--- src/rtl/noc_arb_pkg.sv ---
// Shared types for the NoC output-port arbiter.
// Holds the FSM encoding and the default idle-lock timeout.
package noc_arb_pkg;

  typedef enum logic {
    ARB_IDLE   = 1'b0,
    ARB_LOCKED = 1'b1
  } arb_state_e;

  function automatic int default_hold_timeout();
    return 64;
  endfunction

endpackage

--- src/rtl/rr_priority_picker.sv ---
// Round-robin winner search: first set request at or after ptr, wrapping.
// Uses a doubled request vector so the wrap needs no second priority chain.
module rr_priority_picker #(
  parameter int IN_N = 5
) (
  input  logic [IN_N-1:0]         req_i,
  input  logic [$clog2(IN_N)-1:0] ptr_i,
  output logic [IN_N-1:0]         gnt_oh_o,
  output logic [$clog2(IN_N)-1:0] gnt_idx_o,
  output logic                    found_o
);

  localparam int IW = $clog2(IN_N);

  logic [2*IN_N-1:0] dbl;
  logic [2*IN_N-1:0] msk;
  int                win;

  always_comb begin
    dbl = {req_i, req_i};
    msk = '0;
    for (int i = 0; i < 2*IN_N; i++) begin
      msk[i] = dbl[i] && (i >= int'(ptr_i));
    end
  end

  // Scan downward so the last hit is the lowest masked index.
  always_comb begin
    found_o = 1'b0;
    win     = 0;
    for (int i = 2*IN_N-1; i >= 0; i--) begin
      if (msk[i]) begin
        found_o = 1'b1;
        win     = (i >= IN_N) ? i - IN_N : i;
      end
    end
    gnt_idx_o = IW'(win);
    gnt_oh_o  = found_o ? (IN_N'(1) << win) : '0;
  end

endmodule

--- src/rtl/rr_wormhole_arbiter.sv ---
// Round-robin wormhole arbiter for one NoC output port.
// Optional forced release on idle lock: define RR_ARB_HOLD_TIMEOUT_EN.
module rr_wormhole_arbiter
  import noc_arb_pkg::*;
#(
  parameter int IN_N         = 5,
  parameter int HOLD_TIMEOUT = default_hold_timeout()
) (
  input  logic                    clk_i,
  input  logic                    rst_i,
  input  logic [IN_N-1:0]         req_i,
  input  logic [IN_N-1:0]         last_i,
  input  logic                    ready_i,
  output logic [IN_N-1:0]         gnt_o,
  output logic [$clog2(IN_N)-1:0] gnt_idx_o,
  output logic                    gnt_vld_o,
  output logic                    timeout_o
);

  localparam int IW = $clog2(IN_N);

  if (IN_N < 2 || IN_N > 16) begin : g_bad_in_n
    $error("rr_wormhole_arbiter: IN_N must be 2..16");
  end
  if (HOLD_TIMEOUT < 1) begin : g_bad_hold
    $error("rr_wormhole_arbiter: HOLD_TIMEOUT must be >= 1");
  end

  arb_state_e      state_q, state_d;
  logic [IW-1:0]   ptr_q, ptr_d;
  logic [IW-1:0]   idx_q, idx_d;
  logic [IN_N-1:0] gnt_q, gnt_d;
  logic            tmo_q, tmo_d;

  logic [IN_N-1:0] pick_oh;
  logic [IW-1:0]   pick_idx;
  logic            pick_vld;
  logic            locked;
  logic            xfer;
  logic            hit;
  logic            rel;
  logic [IW-1:0]   ptr_nxt;

  rr_priority_picker #(
    .IN_N (IN_N)
  ) u_pick (
    .req_i     (req_i),
    .ptr_i     (ptr_q),
    .gnt_oh_o  (pick_oh),
    .gnt_idx_o (pick_idx),
    .found_o   (pick_vld)
  );

  assign locked  = (state_q == ARB_LOCKED);
  assign xfer    = locked & req_i[idx_q] & ready_i;
  assign rel     = (xfer & last_i[idx_q]) | hit;
  assign ptr_nxt = (idx_q == IW'(IN_N-1)) ? '0 : idx_q + 1'b1;

`ifdef RR_ARB_HOLD_TIMEOUT_EN
  localparam int CW = $clog2(HOLD_TIMEOUT+1);

  logic [CW-1:0] cnt_q, cnt_d;

  // Fires on the idle cycle that would bring the count to HOLD_TIMEOUT.
  assign hit = locked & ~xfer & (cnt_q == CW'(HOLD_TIMEOUT-1));

  always_comb begin
    cnt_d = '0;
    if (locked && !xfer && !hit) begin
      cnt_d = cnt_q + 1'b1;
    end
  end

  always_ff @(posedge clk_i or posedge rst_i) begin
    if (rst_i) begin
      cnt_q <= '0;
    end else begin
      cnt_q <= cnt_d;
    end
  end
`else
  assign hit = 1'b0;
`endif

  always_ff @(posedge clk_i or posedge rst_i) begin
    if (rst_i) begin
      state_q <= ARB_IDLE;
      ptr_q   <= '0;
      idx_q   <= '0;
      gnt_q   <= '0;
      tmo_q   <= 1'b0;
    end else begin
      state_q <= state_d;
      ptr_q   <= ptr_d;
      idx_q   <= idx_d;
      gnt_q   <= gnt_d;
      tmo_q   <= tmo_d;
    end
  end

  always_comb begin
    state_d = state_q;
    unique case (state_q)
      ARB_IDLE: begin
        if (pick_vld) state_d = ARB_LOCKED;
      end
      ARB_LOCKED: begin
        if (rel) state_d = ARB_IDLE;
      end
      default: state_d = ARB_IDLE;
    endcase
  end

  always_comb begin
    ptr_d = ptr_q;
    idx_d = idx_q;
    gnt_d = gnt_q;
    tmo_d = 1'b0;
    unique case (state_q)
      ARB_IDLE: begin
        gnt_d = '0;
        if (pick_vld) begin
          gnt_d = pick_oh;
          idx_d = pick_idx;
        end
      end
      ARB_LOCKED: begin
        if (rel) begin
          gnt_d = '0;
          ptr_d = ptr_nxt;
          tmo_d = hit;
        end
      end
      default: gnt_d = '0;
    endcase
  end

  assign gnt_o     = gnt_q;
  assign gnt_idx_o = idx_q;
  assign gnt_vld_o = locked;
  assign timeout_o = tmo_q;

endmodule

--- config.mk ---
export PLATFORM = sky130hd
export DESIGN_NAME = rr_wormhole_arbiter
export DESIGN_NICKNAME = d
export VERILOG_FILES = /design/src/rtl/noc_arb_pkg.sv /design/src/rtl/rr_priority_picker.sv /design/src/rtl/rr_wormhole_arbiter.sv
export SDC_FILE = /design/constraint.sdc
export NUM_CORES = 1
export LEC_CHECK = 0
export ABC_AREA = 1
export CAP_MARGIN = 20
export CELL_PAD_IN_SITES_DETAIL_PLACEMENT = 1
export CELL_PAD_IN_SITES_GLOBAL_PLACEMENT = 1
export CORE_AREA = 2 2 52 54
export DETAILED_ROUTE_END_ITERATION = 10
export DIE_AREA = 0 0 54 56
export PLACE_DENSITY = 0.79
export SKIP_CTS_REPAIR_TIMING = 1
export SLEW_MARGIN = 10
export SYNTH_ARGS = -nofsm -noshare
export SYNTH_HDL_FRONTEND = slang
export SYNTH_SLANG_ARGS = --single-unit
--- constraint.sdc ---
create_clock -name clk_i -period 1.8 [get_ports clk_i]
set_clock_uncertainty 0.15 [all_clocks]
set_input_delay 0.18 -clock clk_i [delete_from_list [all_inputs] [get_ports clk_i]]
set_output_delay 0.18 -clock clk_i [all_outputs]
set_load 0.005 [all_outputs]
## Word level (Yosys, flattened, before mapping)

Cells that the tools add are included.

- Bits in registers: 12
- Output and inout port bits: 10
- Word-level logic and storage cells: 60

- Add/subtract/negate cells: 1
- Order comparisons: 8
- Eq/ne operators: 2
- Shift operators: 1
- Muxes and demuxes: 31
- Bitwise logic cells: 4
- Reduce and logical (&&, ||, !) cells: 9

Operators by type and width:

| operator | number |
|---|---|
| $mux 32 | 9 |
| $shl 1x32->5 const A | 1 |
| $mux 1 | 14 |
| $mux 5 | 2 |
| $pmux 5 s2 | 1 |
| $ge 3x3->1 const A | 3 |
| $logic_and 1x1->1 | 7 |
| $bmux 1 s3 | 2 |
| $ge 1x3->1 const A | 2 |
| $ge 2x3->1 const A | 2 |
| $mux 3 | 2 |
| $lt 3x4->1 const B | 1 |
| $reduce_and 2->1 | 2 |
| $add 3x1->3 const B | 1 |
| $and 1x1->1 | 3 |
| $eq 3x3->1 const B | 1 |
| $ne 2x1->1 const B | 1 |
| $pmux 1 s2 | 1 |
| $not 1->1 | 1 |

## Longest topological paths before layout

- Word-level depth: 13
- Depth in mapped cells: 10
- Depth with buffers taken out: 10

## By module

A second synthesis with hierarchy kept.

- Cell total of the unflattened synthesis: 122
- Area, all modules: 885.8 um^2

Modules (own cells, without submodules):

| module | times used | cells an instance | area an instance (um^2) | sequential area each (um^2) |
|---|---|---|---|---|
| rr_wormhole_arbiter | 1 | 70 | 653.1 | 300.3 |
| rr_priority_picker | 1 | 52 | 232.7 | 0.0 |

## Worst setup path after synthesis

Ideal clock, no wire load.

- Kind: flip-flop to flip-flop
- Start: reg idx_q[1] (netlist: gnt_idx_o[1])
- End: reg gnt_q[3] (netlist: gnt_o[3])
- Setup time: 0.121 ns
- Arrival: 1.141 ns
- Required time: 1.529 ns
- Path slack: 0.388 ns
- Cell stages (with the launch flop): 9
- Cell sequence: dfrtp_1 inv_1 nand3_1 a21oi_1 o211ai_2 nand2_1 inv_1 nand2_1 o21ai_1

- Word-level cells in the longest chain between the ends: 6
- Elaborated cells on any way between the ends: 8

Ends and longest elaborated chain:

| what | RTL line | source |
|---|---|---|
| start: declaration | rr_wormhole_arbiter.sv:31 | `logic [IW-1:0] idx_q, idx_d;` |
| start signal: assignment | rr_wormhole_arbiter.sv:95 | `idx_q <= idx_d;` |
| $bmux 1 s3 | rr_wormhole_arbiter.sv:55 | `assign xfer = locked & req_i[idx_q] & ready_i;` |
| $mux 1 (not written as such) | rr_wormhole_arbiter.sv:55 |  |
| $and 1x1->1 (2 in a row) | rr_wormhole_arbiter.sv:55 |  |
| $and 1x1->1 (*) | rr_wormhole_arbiter.sv:56 | `assign rel = (xfer & last_i[idx_q]) \| hit;` |
| $ne 2x1->1 (no source line) (*) | -- |  |
| end signal: assignment | rr_wormhole_arbiter.sv:96 | `gnt_q <= gnt_d;` |
| end: declaration | rr_wormhole_arbiter.sv:32 | `logic [IN_N-1:0] gnt_q, gnt_d;` |

Every way passes the cells marked *; elsewhere a longest branch is shown, timed or not. The select of a mux whose other input is x is not followed.
A chain may end at the register's enable or synchronous reset.

## Worst setup path in the final report

- Start: reg idx_q[1] (netlist: gnt_idx_o[1])
- End: out gnt_idx_o[1]

RTL lines:

| what | RTL line | source |
|---|---|---|
| end: declaration | rr_wormhole_arbiter.sv:15 | `output logic [$clog2(IN_N)-1:0] gnt_idx_o,` |

No word-level cell between the ends.

==> impl_metrics.json <==
{
  "power.density_cell_area_nw_per_um2": 1427,
  "power_leakage_nw": 0.5335,
  "die-area_um2": 3024,
  "max_stage_delay_ps": 550,
  "worst_setup_slack_after_layout_ps": 169.0,
  "int_power_mw": 0.8508,
  "viasPerCell": 4.804,
  "postSynthCellCount": 107,
  "crit_path_start": "gnt_idx_o[1]",
  "cpLargestDelayFamily": "buffers and inverters",
  "maxSlewViolCount": 0,
  "final_hold_viol_count": 0,
  "layout-drive-gt1-share": 0.08271,
  "initialDrtViolationCount": 6,
  "finalWeightedCongestion": 0.7148,
  "top_level_ports": 23,
  "final_layout_fill_cell_count": 304,
  "clock_path_buffers": 2,
  "vias": 783,
  "timing.critical_path.cells": "clkdlybuf4s50_1",
  "place.port_buffers": 21,
  "crit_slowest_cell": "sky130_fd_sc_hd__clkdlybuf4s50_1",
  "yosys-top-cells-area": "sky130_fd_sc_hd__dfrtp_1 40%, sky130_fd_sc_hd__nand2_1 20%, sky130_fd_sc_hd__inv_1 7.6%, sky130_fd_sc_hd__nand3_1 6.7%, sky130_fd_sc_hd__o21ai_0 5.4%",
  "net-switching-power_mw": 0.6256,
  "reg2reg_slack_ps": 240,
  "synth.top_cell.area_share": 0.4040,
  "syn_to_final_growth_pct": 39.23,
  "synth_seq_area_share": 0.4040,
  "pre_cts_slack_ps": 20.25,
  "route.met2.wl_um": 1105,
  "post-route-period-util": 0.9061,
  "core_area_um2": 2432,
  "worstSetupPathType": "flip-flop to output port",
  "rr_endpoint": "gnt_o[1]",
  "die_y_um": 56,
  "clk_pin_slew_worst_paths_ps": 90,
  "rr_worst_depth": 7,
  "vdd_drop_max_mv": 0.6101,
  "netlist.top_cell.by_area": "sky130_fd_sc_hd__dfrtp_1",
  "fin_crit_ps": 1631,
  "cts_tree": "done",
  "topRoutingLayerUsed": "met4",
  "total_inserted_antenna_cells": 0,
  "worstSetupStartpointType": "flip-flop",
  "yosys_register_bits": 12,
  "cts_num_sinks": 12,
  "grt_max_degree": 13,
  "floorplan.initialDensity": 0.3056,
  "grt_antenna_before_repair": 0,
  "multi_input_area_um2": 379.1,
  "post_route_m1_wl_um": 960,
  "worst_setup_ep_type": "output port",
  "synth.lib_cells_used.distinct": 17,
  "max-cap-violations": 0,
  "drt-total-wl_um": 2161,
  "worstPathMaxFanout": 7,
  "nets": 149,
  "half_perimeter_wire_length_after_detailed_placement_um": 1752,
  "detail_route.drc_violations": 0,
  "numCtsBuffers": 3,
  "wp_data_required_ps": 1470,
  "first_pass_iters": 4,
  "most_common_library_cell_in_the_layout_ignoring_fill_and_taps": "sky130_fd_sc_hd__nand2_1",
  "synth_warnings": 0,
  "overflow": 0,
  "finalSetupViolCount": 0,
  "most_used_cells_in_the_layout_excluding_fill_and_tap_cells": "40 x sky130_fd_sc_hd__nand2_1, 21 x sky130_fd_sc_hd__clkdlybuf4s50_1, 15 x sky130_fd_sc_hd__inv_1",
  "die_w_um": 54,
  "maxSlewHeadroom": 0.6673,
  "mappedNetlistArea_um2": 743.2,
  "timing.critical_path.depth": 1,
  "grt_first_pass_wirelength_um": 3698,
  "grt_setup_unrepaired": "no",
  "wl_met3_um": 43,
  "worstMarginPinSlew_ps": 498.5,
  "routed_len_inst_um": 13.26,
  "worstSkewPairLatency_ps": 290,
  "timing.critical_path.buf_inv": 1,
  "net_count_synth": 122,
  "ant_nets": 0,
  "clock_power_share": 0.155,
  "clock.fmax_mhz": 613.1,
  "proportion_of_power_drawn_by_combinational_gates": 0.503,
  "grt_usage": 0.1698,
  "run_status": "complete, no violations",
  "hold_path.class": "input port to async pin",
  "power.sequential.fraction": 0.342,
  "switching_share": 0.4237,
  "critical_path.reg2reg.startpoint": "ptr_q[2]",
  "placement_rows": 18,
  "totalNegativeSetupSlack_ps": 0,
  "final-seq-area_um2": 300.3,
  "cts-root-buf": "sky130_fd_sc_hd__clkbuf_4",
  "worstPathArrival_ps": 1300,
  "synth_area_per_cell_um2": 6.946,
  "clock_tree.htree_level_count": 1,
  "grt_pass1_vias": 831
}
[flip-flops by register name (all words and copies together) (netlist names)]
register and cells:
gnt_vld_o 1, ptr_q 3, gnt_idx_o 3, gnt_o 5
[power by group through the flow]
stage / Sequential (mW) / Combinational, mW / Clock (mW)
final: 0.505 / 0.743 / 0.229
after global routing: 0.527 / 0.854 / 0.249
after CTS: 0.507 / 0.759 / 0.237
after detailed placement: 0.511 / 0.749 / 0
after global placement: 0.511 / 0.726 / 0
after floorplan: 0.487 / 0.419 / 0
[cells in the mapped netlist]
library cell / count
sky130_fd_sc_hd__nand2_1: 40
sky130_fd_sc_hd__inv_1: 15
sky130_fd_sc_hd__dfrtp_1: 12
sky130_fd_sc_hd__nand3_1: 10
sky130_fd_sc_hd__o21ai_0: 8
sky130_fd_sc_hd__a21oi_1: 4
sky130_fd_sc_hd__nor2_1: 4
sky130_fd_sc_hd__o21ai_1: 3
sky130_fd_sc_hd__ha_1: 2
sky130_fd_sc_hd__nand2_2: 2
sky130_fd_sc_hd__buf_4: 1
sky130_fd_sc_hd__conb_1: 1
sky130_fd_sc_hd__nand3_2: 1
sky130_fd_sc_hd__nand3b_1: 1
sky130_fd_sc_hd__nand4_1: 1
sky130_fd_sc_hd__o211ai_2: 1
sky130_fd_sc_hd__o21bai_2: 1
[kinds of logic (layout without fill, tap and decap cells)]
kind of cell | Yosys count | in the layout | synth area share
flops | 12 | 12 | 0.4040
other cells | 1 | 1 | 0.005046
compound gates | 17 | 17 | 0.1330
buf+inv | 16 | 42 | 0.08586
fa+ha+maj | 2 | 2 | 0.03366
simple gates | 59 | 59 | 0.3384
[how the worst max path moves through the flow]
stage	endpoint	slack, ps
after floorplan	gnt_o[3]	390
after global placement	gnt_o[3]	80
after detailed placement	gnt_o[3]	20
after CTS	gnt_idx_o[1]	160
after global routing	gnt_o[3]	80
final	gnt_idx_o[1]	170
[per-layer routing]
layer,vias to the layer above,GRT usage
met3,4,0.01613
met4,0,0.09643
met1,376,0.2053
met2,12,0.2822
li1,391,-
met5,-,0
[worst register-to-register path: cells and delay by family, from the launching register on]
kind	cells	cell delay, ps
DFF	1	460
AOI/OAI and AO/OA	2	360
and+or+nand+nor	5	530
[cell type report]
cell class | count | share of cell area
multi-input combinational | 79 | 0.3664
clock buffer | 4 | 0.03507
sequential | 12 | 0.2902
timing repair buffer | 23 | 0.2177
tap | 30 | 0.03628
inverter | 15 | 0.05441
[metrics by stage]
step | std cells | utilization | power, mW | hold slack, ps | cell area [um2]
global placement | 159 | 0.4105 | 1.237 | 311.3 | 998.5
finish | 163 | 0.4254 | 1.476 | 60.30 | 1035
global route | 163 | 0.4254 | 1.630 | 86.40 | 1035
detailed placement | 159 | 0.4105 | 1.260 | 314.5 | 998.5
CTS | 163 | 0.4254 | 1.503 | 73.34 | 1035
floorplan | 107 | - | 0.9060 | -105.3 | 743.2
Power figures use the tool's default switching activity.
